### src/rtl/atm_txn_initiator.sv
// Host-side initiator for the ATM core: accepts one request, presents credentials,
// issues the operation, waits for success or timeout, then returns a one-cycle response.
module atm_txn_initiator #(
  parameter int unsigned AUTH_CYCLES = 2,
  parameter int unsigned RSP_TIMEOUT = 16,
  parameter int unsigned RELEASE_CYC = 2,
  parameter logic [3:0]  IDLE_ACC    = 4'hF
) (
  input  logic        clk,
  input  logic        rst,
  input  logic        req_valid,
  output logic        req_ready,
  input  logic [2:0]  req_op,
  input  logic [3:0]  req_acc,
  input  logic [15:0] req_pin,
  input  logic [15:0] req_new_pin,
  input  logic [31:0] req_amount,
  output logic [2:0]  operation,
  output logic [3:0]  acc_num,
  output logic [15:0] pin,
  output logic [15:0] newPin,
  output logic [31:0] amount,
  input  logic [31:0] balance,
  input  logic        success,
  output logic        rsp_valid,
  output logic        rsp_success,
  output logic        rsp_timeout,
  output logic        rsp_reject,
  output logic [31:0] rsp_balance
);

  // state   | meaning
  // IDLE    | bus parked, ready for a request
  // PRESENT | first cycle loads the bus, then acc/pin held with operation=0
  // OP      | op code driven, waiting for success or timeout
  // RELEASE | bus parked so the ATM falls back to WAITING
  // DONE    | one-cycle response pulse
  typedef enum logic [2:0] {
    S_IDLE,
    S_PRESENT,
    S_OP,
    S_RELEASE,
    S_DONE
  } state_t;

  localparam logic [2:0] OP_BALANCE    = 3'b001;
  localparam logic [2:0] OP_WITHDRAW   = 3'b010;
  localparam logic [2:0] OP_DEPOSIT    = 3'b011;
  localparam logic [2:0] OP_CHANGE_PIN = 3'b100;

  localparam logic [3:0] AUTH_LD = 4'(AUTH_CYCLES);
  localparam logic [3:0] REL_LD  = 4'(RELEASE_CYC - 1);
  localparam logic [7:0] TO_CMP  = 8'(RSP_TIMEOUT);

  state_t      state_q, state_d;
  logic [3:0]  ph_cnt_q, ph_cnt_d;
  logic [7:0]  timer_q, timer_d;

  logic [2:0]  r_op_q, r_op_d;
  logic [3:0]  r_acc_q, r_acc_d;
  logic [15:0] r_pin_q, r_pin_d;
  logic [15:0] r_new_pin_q, r_new_pin_d;
  logic [31:0] r_amount_q, r_amount_d;

  logic [2:0]  bus_op_q, bus_op_d;
  logic [3:0]  bus_acc_q, bus_acc_d;
  logic [15:0] bus_pin_q, bus_pin_d;
  logic [15:0] bus_new_pin_q, bus_new_pin_d;
  logic [31:0] bus_amount_q, bus_amount_d;

  logic        req_ready_q, req_ready_d;
  logic        rsp_valid_q, rsp_valid_d;
  logic        rsp_success_q, rsp_success_d;
  logic        rsp_timeout_q, rsp_timeout_d;
  logic        rsp_reject_q, rsp_reject_d;
  logic [31:0] rsp_balance_q, rsp_balance_d;

  logic        op_known;
  logic        req_rejected;
  logic        leave_op;

  always_comb begin
    op_known = 1'b0;
    case (req_op)
      OP_BALANCE, OP_WITHDRAW, OP_DEPOSIT, OP_CHANGE_PIN: op_known = 1'b1;
      default: op_known = 1'b0;
    endcase
    req_rejected = !op_known ||
                   (((req_op == OP_WITHDRAW) || (req_op == OP_DEPOSIT)) && (req_amount == 32'd0));
  end

  always_comb begin
    state_d       = state_q;
    ph_cnt_d      = ph_cnt_q;
    timer_d       = timer_q;
    r_op_d        = r_op_q;
    r_acc_d       = r_acc_q;
    r_pin_d       = r_pin_q;
    r_new_pin_d   = r_new_pin_q;
    r_amount_d    = r_amount_q;
    bus_op_d      = bus_op_q;
    bus_acc_d     = bus_acc_q;
    bus_pin_d     = bus_pin_q;
    bus_new_pin_d = bus_new_pin_q;
    bus_amount_d  = bus_amount_q;
    rsp_success_d = rsp_success_q;
    rsp_timeout_d = rsp_timeout_q;
    rsp_reject_d  = rsp_reject_q;
    rsp_balance_d = rsp_balance_q;
    leave_op      = 1'b0;

    case (state_q)
      S_IDLE: begin
        if (req_valid && req_ready_q) begin
          r_op_d      = req_op;
          r_acc_d     = req_acc;
          r_pin_d     = req_pin;
          r_new_pin_d = req_new_pin;
          r_amount_d  = req_amount;
          if (req_rejected) begin
            state_d       = S_DONE;
            rsp_success_d = 1'b0;
            rsp_timeout_d = 1'b0;
            rsp_reject_d  = 1'b1;
            rsp_balance_d = 32'd0;
          end else begin
            state_d  = S_PRESENT;
            ph_cnt_d = AUTH_LD;
          end
        end
      end

      S_PRESENT: begin
        bus_acc_d = r_acc_q;
        bus_pin_d = r_pin_q;
        if (ph_cnt_q == 4'd0) begin
          state_d       = S_OP;
          timer_d       = 8'd0;
          bus_op_d      = r_op_q;
          bus_new_pin_d = r_new_pin_q;
          bus_amount_d  = r_amount_q;
        end else begin
          ph_cnt_d = ph_cnt_q - 4'd1;
        end
      end

      S_OP: begin
        timer_d = timer_q + 8'd1;
        // a success flag left over from a previous transaction is ignored at timer 0
        if (success && (timer_q != 8'd0)) begin
          rsp_success_d = 1'b1;
          rsp_timeout_d = 1'b0;
          rsp_reject_d  = 1'b0;
          rsp_balance_d = balance;
          leave_op      = 1'b1;
        end else if (timer_q == TO_CMP) begin
          rsp_success_d = 1'b0;
          rsp_timeout_d = 1'b1;
          rsp_reject_d  = 1'b0;
          rsp_balance_d = 32'd0;
          leave_op      = 1'b1;
        end
      end

      S_RELEASE: begin
        if (ph_cnt_q == 4'd0) begin
          state_d = S_DONE;
        end else begin
          ph_cnt_d = ph_cnt_q - 4'd1;
        end
      end

      S_DONE: begin
        state_d = S_IDLE;
      end

      default: begin
        state_d = S_IDLE;
      end
    endcase

    if (leave_op) begin
      state_d       = S_RELEASE;
      ph_cnt_d      = REL_LD;
      bus_op_d      = 3'd0;
      bus_acc_d     = IDLE_ACC;
      bus_pin_d     = 16'd0;
      bus_new_pin_d = 16'd0;
      bus_amount_d  = 32'd0;
    end

    req_ready_d = (state_d == S_IDLE);
    rsp_valid_d = (state_d == S_DONE);
  end

  always_ff @(posedge clk) begin
    if (rst) begin
      state_q       <= S_IDLE;
      ph_cnt_q      <= 4'd0;
      timer_q       <= 8'd0;
      r_op_q        <= 3'd0;
      r_acc_q       <= 4'd0;
      r_pin_q       <= 16'd0;
      r_new_pin_q   <= 16'd0;
      r_amount_q    <= 32'd0;
      bus_op_q      <= 3'd0;
      bus_acc_q     <= IDLE_ACC;
      bus_pin_q     <= 16'd0;
      bus_new_pin_q <= 16'd0;
      bus_amount_q  <= 32'd0;
      req_ready_q   <= 1'b1;
      rsp_valid_q   <= 1'b0;
      rsp_success_q <= 1'b0;
      rsp_timeout_q <= 1'b0;
      rsp_reject_q  <= 1'b0;
      rsp_balance_q <= 32'd0;
    end else begin
      state_q       <= state_d;
      ph_cnt_q      <= ph_cnt_d;
      timer_q       <= timer_d;
      r_op_q        <= r_op_d;
      r_acc_q       <= r_acc_d;
      r_pin_q       <= r_pin_d;
      r_new_pin_q   <= r_new_pin_d;
      r_amount_q    <= r_amount_d;
      bus_op_q      <= bus_op_d;
      bus_acc_q     <= bus_acc_d;
      bus_pin_q     <= bus_pin_d;
      bus_new_pin_q <= bus_new_pin_d;
      bus_amount_q  <= bus_amount_d;
      req_ready_q   <= req_ready_d;
      rsp_valid_q   <= rsp_valid_d;
      rsp_success_q <= rsp_success_d;
      rsp_timeout_q <= rsp_timeout_d;
      rsp_reject_q  <= rsp_reject_d;
      rsp_balance_q <= rsp_balance_d;
    end
  end

  assign req_ready   = req_ready_q;
  assign operation   = bus_op_q;
  assign acc_num     = bus_acc_q;
  assign pin         = bus_pin_q;
  assign newPin      = bus_new_pin_q;
  assign amount      = bus_amount_q;
  assign rsp_valid   = rsp_valid_q;
  assign rsp_success = rsp_success_q;
  assign rsp_timeout = rsp_timeout_q;
  assign rsp_reject  = rsp_reject_q;
  assign rsp_balance = rsp_balance_q;

endmodule

### config.mk
export PLATFORM = sky130hd
export DESIGN_NAME = atm_txn_initiator
export DESIGN_NICKNAME = d
export VERILOG_FILES = /design/src/rtl/atm_txn_initiator.sv
export SDC_FILE = /design/constraint.sdc
export NUM_CORES = 1
export LEC_CHECK = 0
export CORE_MARGIN = 10
export CORE_UTILIZATION = 41
export DETAILED_ROUTE_END_ITERATION = 10
export PLACE_DENSITY = 0.72
export SYNTH_ARGS = -nofsm -noshare
export SYNTH_HDL_FRONTEND = slang
export SYNTH_SLANG_ARGS = --single-unit
export TNS_END_PERCENT = 10
### constraint.sdc
create_clock -name clk -period 3 [get_ports clk]
set_input_delay 0.45 -clock clk [delete_from_list [all_inputs] [get_ports clk]]
set_output_delay 0.45 -clock clk [all_outputs]
set_load 0.01 [all_outputs]
---- Word-level counts from Yosys, hierarchy flattened ----
Cells that the tools add are included.
word-level totals
  register bits ........................... 194
  output and inout port bits .............. 108
cells by class
  reductions and logical operators ........ 24
  equal/unequal tests ..................... 18
  muxes and demuxes ....................... 34
  add/sub/neg operators ................... 2
operators with widths
  operator             number
  $mux 32              4
  $pmux 32 s2          1
  $logic_not 32->1     1
  $pmux 8 s2           1
  $mux 3               5
  $mux 1               14
  $eq 3x2->1 const B   4
  $mux 4               3
  $ne 3x3->1 const B   4
  $pmux 3 s4           1
  $reduce_and 4->1     3
  $ne 2x2->1 const B   5
  $add 8x1->8 const B  1
  $eq 8x5->1 const B   1
  $mux 8               1
  $pmux 4 s2           1
  $reduce_bool 8->1    1
  $eq 3x1->1 const B   2
  $eq 3x3->1 const B   2
  $logic_not 3->1      2
  $pmux 1 s2           3
  $reduce_and 2->1     3
  $reduce_bool 2->1    3
  $logic_not 4->1      1
  other kinds (7)      11

---- Depth between registers and ports, before layout ----
  word-level depth ........................ 10
  mapped depth ............................ 8
  gate-level depth less buffers ........... 7

---- Least setup slack after synthesis ----
OpenSTA, ideal clock, no wires.
  kind .................................... input to register
  start ................................... in req_amount[0]
  end ..................................... reg rsp_balance_q[23], in the netlist rsp_balance[23]
  stages on the path ...................... 6
  arrival time ............................ 1689 ps
  library setup time ...................... 117 ps
  buffers on the path ..................... 1
  slack ................................... 1194 ps
  cell sequence ........................... nor4b_1 -> nand4_1 -> o31ai_2 -> a21oi_2 -> buf_6 -> a22o_1
between the ends
  longest elaborated chain between the ends .. 5
RTL lines
  what                               line  text
  from (decl)                        17    input logic [31:0] req_amount,
  $logic_not 32->1                   89    (((req_op == OP_WITHDRAW) || (req_op == OP_DEPOSIT)) && (req_amount == 32'd0));
  $logic_and 1x1->1                  89
  $logic_or 1x1->1                   88    req_rejected = !op_known ||
  $ne 2x2->1 (no source line)        -
  $reduce_and 4->1 (no source line)  -
  to (signal assigned)               236   rsp_balance_q <= rsp_balance_d;
  to (decl)                          76    logic [31:0] rsp_balance_q, rsp_balance_d;
Every way passes these cells.
A chain may end at the register's enable or synchronous reset.

---- Worst setup path after layout ----
  start ................................... in req_amount[25]
  end ..................................... reg rsp_balance_q[26], in the netlist rsp_balance[26]
Same word-level chain as after synthesis.

==> summary.md <==
| Metric | Value |
|---|---|
| Post-layout worst setup margin | 0.603 ns |
| Die height | 150 um |
| Crit Reg-Reg Endpoint | rsp_balance[26] |
| Detailed-router iteration count before antenna repair | 5 |
| Worst setup SP type | input pin |
| Most instantiated library cell after synthesis | sky130_fd_sc_hd__nand2_1 |
| DIE WIDTH | 150 um |
| Slew at the pin closest to its max-slew limit | 0.803 ns |
| Warnings, synthesis | 0 |
| Leakage | 3.48 nW |
| Die area | 0.0224 mm2 |
| Critical Path RT | 3.32 ns |
| Syn_nets | 933 |
| Post-synth top flop | sky130_fd_sc_hd__dfxtp_1 |
| Syn_area_per_cell | 8.38 um2 |
| Area of the core | 0.0165 mm2 |
| Worst Hold Endpoint | timer_q[6] |
| Number of setup buffers added after CTS | 0 |
| Antenna-violating nets left | 0 |
| Net load switching power | 1.54 mW |
| Number of rows in the core area | 47 |
| Delay contributed by the slowest stage of the critical path | 0.53 ns |
| Post-synth EDFFs | 0 |
| Pin count of the biggest net entering global routing | 59 |
| Int Pwr | 4.20 mW |
| Antenna Diode Count | 0 |
| Cell chosen for the clock root | sky130_fd_sc_hd__clkbuf_16 |
| Minimum setup slack among reg-to-reg paths | 0.79 ns |
| Unrepaired setup endpoints after global routing | no |
| Sum of routed wire length over all layers | 20000 um |
| Via-per-instance ratio | 4.96 |
| Worst Setup Slack post-DPL | 0.193 ns |
| Outcome | finished clean |
| Total power of the final layout | 5.74 mW |
| Netlist area before placement | 0.00690 mm2 |
| Resize count post-CTS | 0 |
| Clock sink count | 194 |
| Power share of the clock group | 0.397 |
| Fraction of the yosys area taken by sequential cells | 0.563 |
| Global routing usage summed across all routing layers | 0.172 |
| Vias in the first global route | 5738 |
| WHS | 0.410 ns |
| Antenna violations before repair | 0 |
| CP arrival | 2.71 ns |
| P per Cell Area | 585 mW/mm2 |
| Proportion of layout cells with a drive suffix above 1 | 0.0565 |
| Hold-critical path depth | 2 |
| Dominant cells by area after synthesis | sky130_fd_sc_hd__dfxtp_1 (56%), sky130_fd_sc_hd__nand2_1 (16%), sky130_fd_sc_hd__a21oi_1 (11%), sky130_fd_sc_hd__a22o_1 (4.1%), sky130_fd_sc_hd__clkbuf_1 (1.8%) |
| Number of DRC markers after the initial detailed-route iteration | 310 |
| Number of library cell types mapped by synthesis | 46 |
| Critical-path cell list | clkdlybuf4s50_1 > nor4_1 > buf_4 > nand4_1 > o31ai_2 > a21oi_2 > buf_4 > a22o_1 |
| Layout net count | 1123 |
| Dpl hpwl | 13800 um |
| Yosys reg bits | 194 |
| Buffers on Ports | 214 |
| Multi-input logic area | 0.00272 mm2 |
| Clock insertion delay at the later pin of the skew report | 0.43 ns |
| CTS max path bufs | 2 |
| Cell type contributing the most total cell area after synthesis | sky130_fd_sc_hd__dfxtp_1 |
| Count of final setup violators | 0 |
| Startpoint of the most critical register-to-register path | state_q[1] |
| Worst slew margin relative to its limit | 0.465 |
| Part of the total power dissipated in sequential elements | 0.482 |
| Number of buffers added by the clock tree synthesis step | 17 |
| Hold buffers post-CTS | 0 |
| Wire length of the first global-routing pass | 30900 um |
| Total via count after detailed routing | 6182 |
| Cell count after synthesis | 823 |
| Category of the worst setup path capture point | flip-flop |
| Filler Cells Inserted | 1512 |
| Most frequent cells after synthesis | sky130_fd_sc_hd__nand2_1 (298), sky130_fd_sc_hd__dfxtp_1 (194), sky130_fd_sc_hd__a21oi_1 (146), sky130_fd_sc_hd__clkbuf_1 (33), sky130_fd_sc_hd__a22o_1 (32) |
| Routability-driven placement congestion ratio | 0.820 |
| Sequential cell area in the final layout | 0.00388 mm2 |
| Length in cells of the worst reg-to-reg path | 4 |
| Slowest cell on the critical path | sky130_fd_sc_hd__nor4_1 |
| Number of remaining DRC errors | 0 |
| Maximum Capacitance Violations | 0 |
| Top cell type's share of synthesized area | 0.563 |
| Starting density of the core | 0.418 |
| Global route total overflow | 0 |
| Final design utilization | 0.593 |
| Fmax achieved | 417 MHz |
| Maximum ir drop on the vdd rail | 427 uV |
| Average wire length per cell after detail routing | 16.1 um |
| Critical Path Most Common Cell | sky130_fd_sc_hd__buf_4 |
| Setup CP Type | in2reg |
| Final-layout setup total negative slack | 0 ns |
| Combinational Power Share | 0.121 |
| Switching fraction of total power | 0.268 |
| Highest net fanout along the worst path | 34 |
| CTS tree | done |
| Hold Violations, Final | 0 |
| Ports placed on the boundary | 215 |
| Class of the worst hold path | in2reg |
| Min Tclk post-route | 2.40 ns |
| Proportion of synthesized flip-flops having asynchronous set or reset | 0 |
| Setup Skew | 0.00991 ns |
| Post-route fraction of the period consumed by the critical path | 0.799 |
| Clock transition at path regs | 0.07 ns |
| Clock H-tree levels | 4 |
| Area added between synthesis and finish | 42.0% |
| Hold_sp | rst |
| Final Slew Violations | 0 |
## layer usage
| layer | global-route usage | wire length (um) |
|---|---|---|
| met5 | 0 | 0 |
| met4 | 0.0598 | 363 |
| met2 | 0.260 | 9010 |
| met1 | 0.212 | 8570 |
| met3 | 0.0785 | 2080 |
## cell usage in the layout (no fill, tap or decap), types with 2 or more instances in the layout
master                            count
sky130_fd_sc_hd__clkbuf_16           17
sky130_fd_sc_hd__a22o_1              32
sky130_fd_sc_hd__o21ai_1              2
sky130_fd_sc_hd__nor2_1              19
sky130_fd_sc_hd__inv_8                5
sky130_fd_sc_hd__a211oi_1             2
sky130_fd_sc_hd__clkinv_8             2
sky130_fd_sc_hd__buf_12               4
sky130_fd_sc_hd__nor4_1               8
sky130_fd_sc_hd__dfxtp_1            194
sky130_fd_sc_hd__inv_1                7
sky130_fd_sc_hd__a21oi_1            146
sky130_fd_sc_hd__nand4_1              2
sky130_fd_sc_hd__nor3_1               7
sky130_fd_sc_hd__ha_1                 3
sky130_fd_sc_hd__xor2_1               3
sky130_fd_sc_hd__nor3b_1              2
sky130_fd_sc_hd__nand3_1             10
sky130_fd_sc_hd__inv_6                2
sky130_fd_sc_hd__or3_1                2
sky130_fd_sc_hd__clkinv_4             2
sky130_fd_sc_hd__nand2_1            297
sky130_fd_sc_hd__buf_4               11
sky130_fd_sc_hd__clkinvlp_4           2
sky130_fd_sc_hd__clkdlybuf4s50_1    213
## sequential cells by signal, summed over array words and instances (netlist names), 3 cells and up
signal / count
r_pin_q: 16
rsp_balance: 32
timer_q: 8
acc_num: 4
ph_cnt_q: 4
r_new_pin_q: 16
amount: 32
operation: 3
pin: 16
state_q: 3
newPin: 16
r_acc_q: 4
r_amount_q: 32
r_op_q: 3
## logic make-up after synthesis
family                   count (synthesis)  synth area share
AO/OA/AOI/OAI                          195             0.166
adder cells (fa/ha/maj)                  3           0.00544
multiplexers                             2           0.00326
buffers and inverters                   65            0.0459
AND/OR/NAND/NOR                        360             0.211
flip-flops                             194             0.563
XOR/XNOR                                 4           0.00508
## how the worst max path moves through the flow
stage	from	to	slack, ns
3_3_place_gp	req_amount[25]	rsp_balance[29]	0.27
5_1_grt	req_amount[25]	rsp_balance[26]	0.52
2_1_floorplan	req_amount[0]	rsp_balance[23]	1.19
3_5_place_dp	req_amount[25]	rsp_balance[26]	0.19
6_report	req_amount[25]	rsp_balance[26]	0.60
4_1_cts	req_amount[25]	rsp_balance[26]	0.65
## per-stage QoR
step,instance area (um2),instances
2_1_floorplan,6900,823
3_3_place_gp,9200,1214
3_5_place_dp,9200,1214
4_1_cts,9800,1246
5_1_grt,9800,1246
6_report,9800,1246
## power groups by stage
stage          Combinational (mW)  Clock, mW  Sequential [mW]
2_1_floorplan               0.377          0             2.82
3_3_place_gp                0.696          0             2.82
3_5_place_dp                0.701          0             2.82
4_1_cts                     0.705       2.33             2.76
5_1_grt                     0.774       2.44             2.78
6_report                    0.696       2.28             2.76
## worst max-delay path, delay by kind of cell
family,cells,cell delay (ns)
simple gates,2,0.61
compound gates,3,0.72
buf+inv,3,0.91
## cell type report
type,instances,share of cell area
clock buffer,18,0.0438
timing repair buffer,229,0.235
tap,220,0.0281
inverter,7,0.00268
clock inverter,14,0.0172
sequential,194,0.396
multi-input combinational,564,0.277
Power figures use the tool's default switching activity.
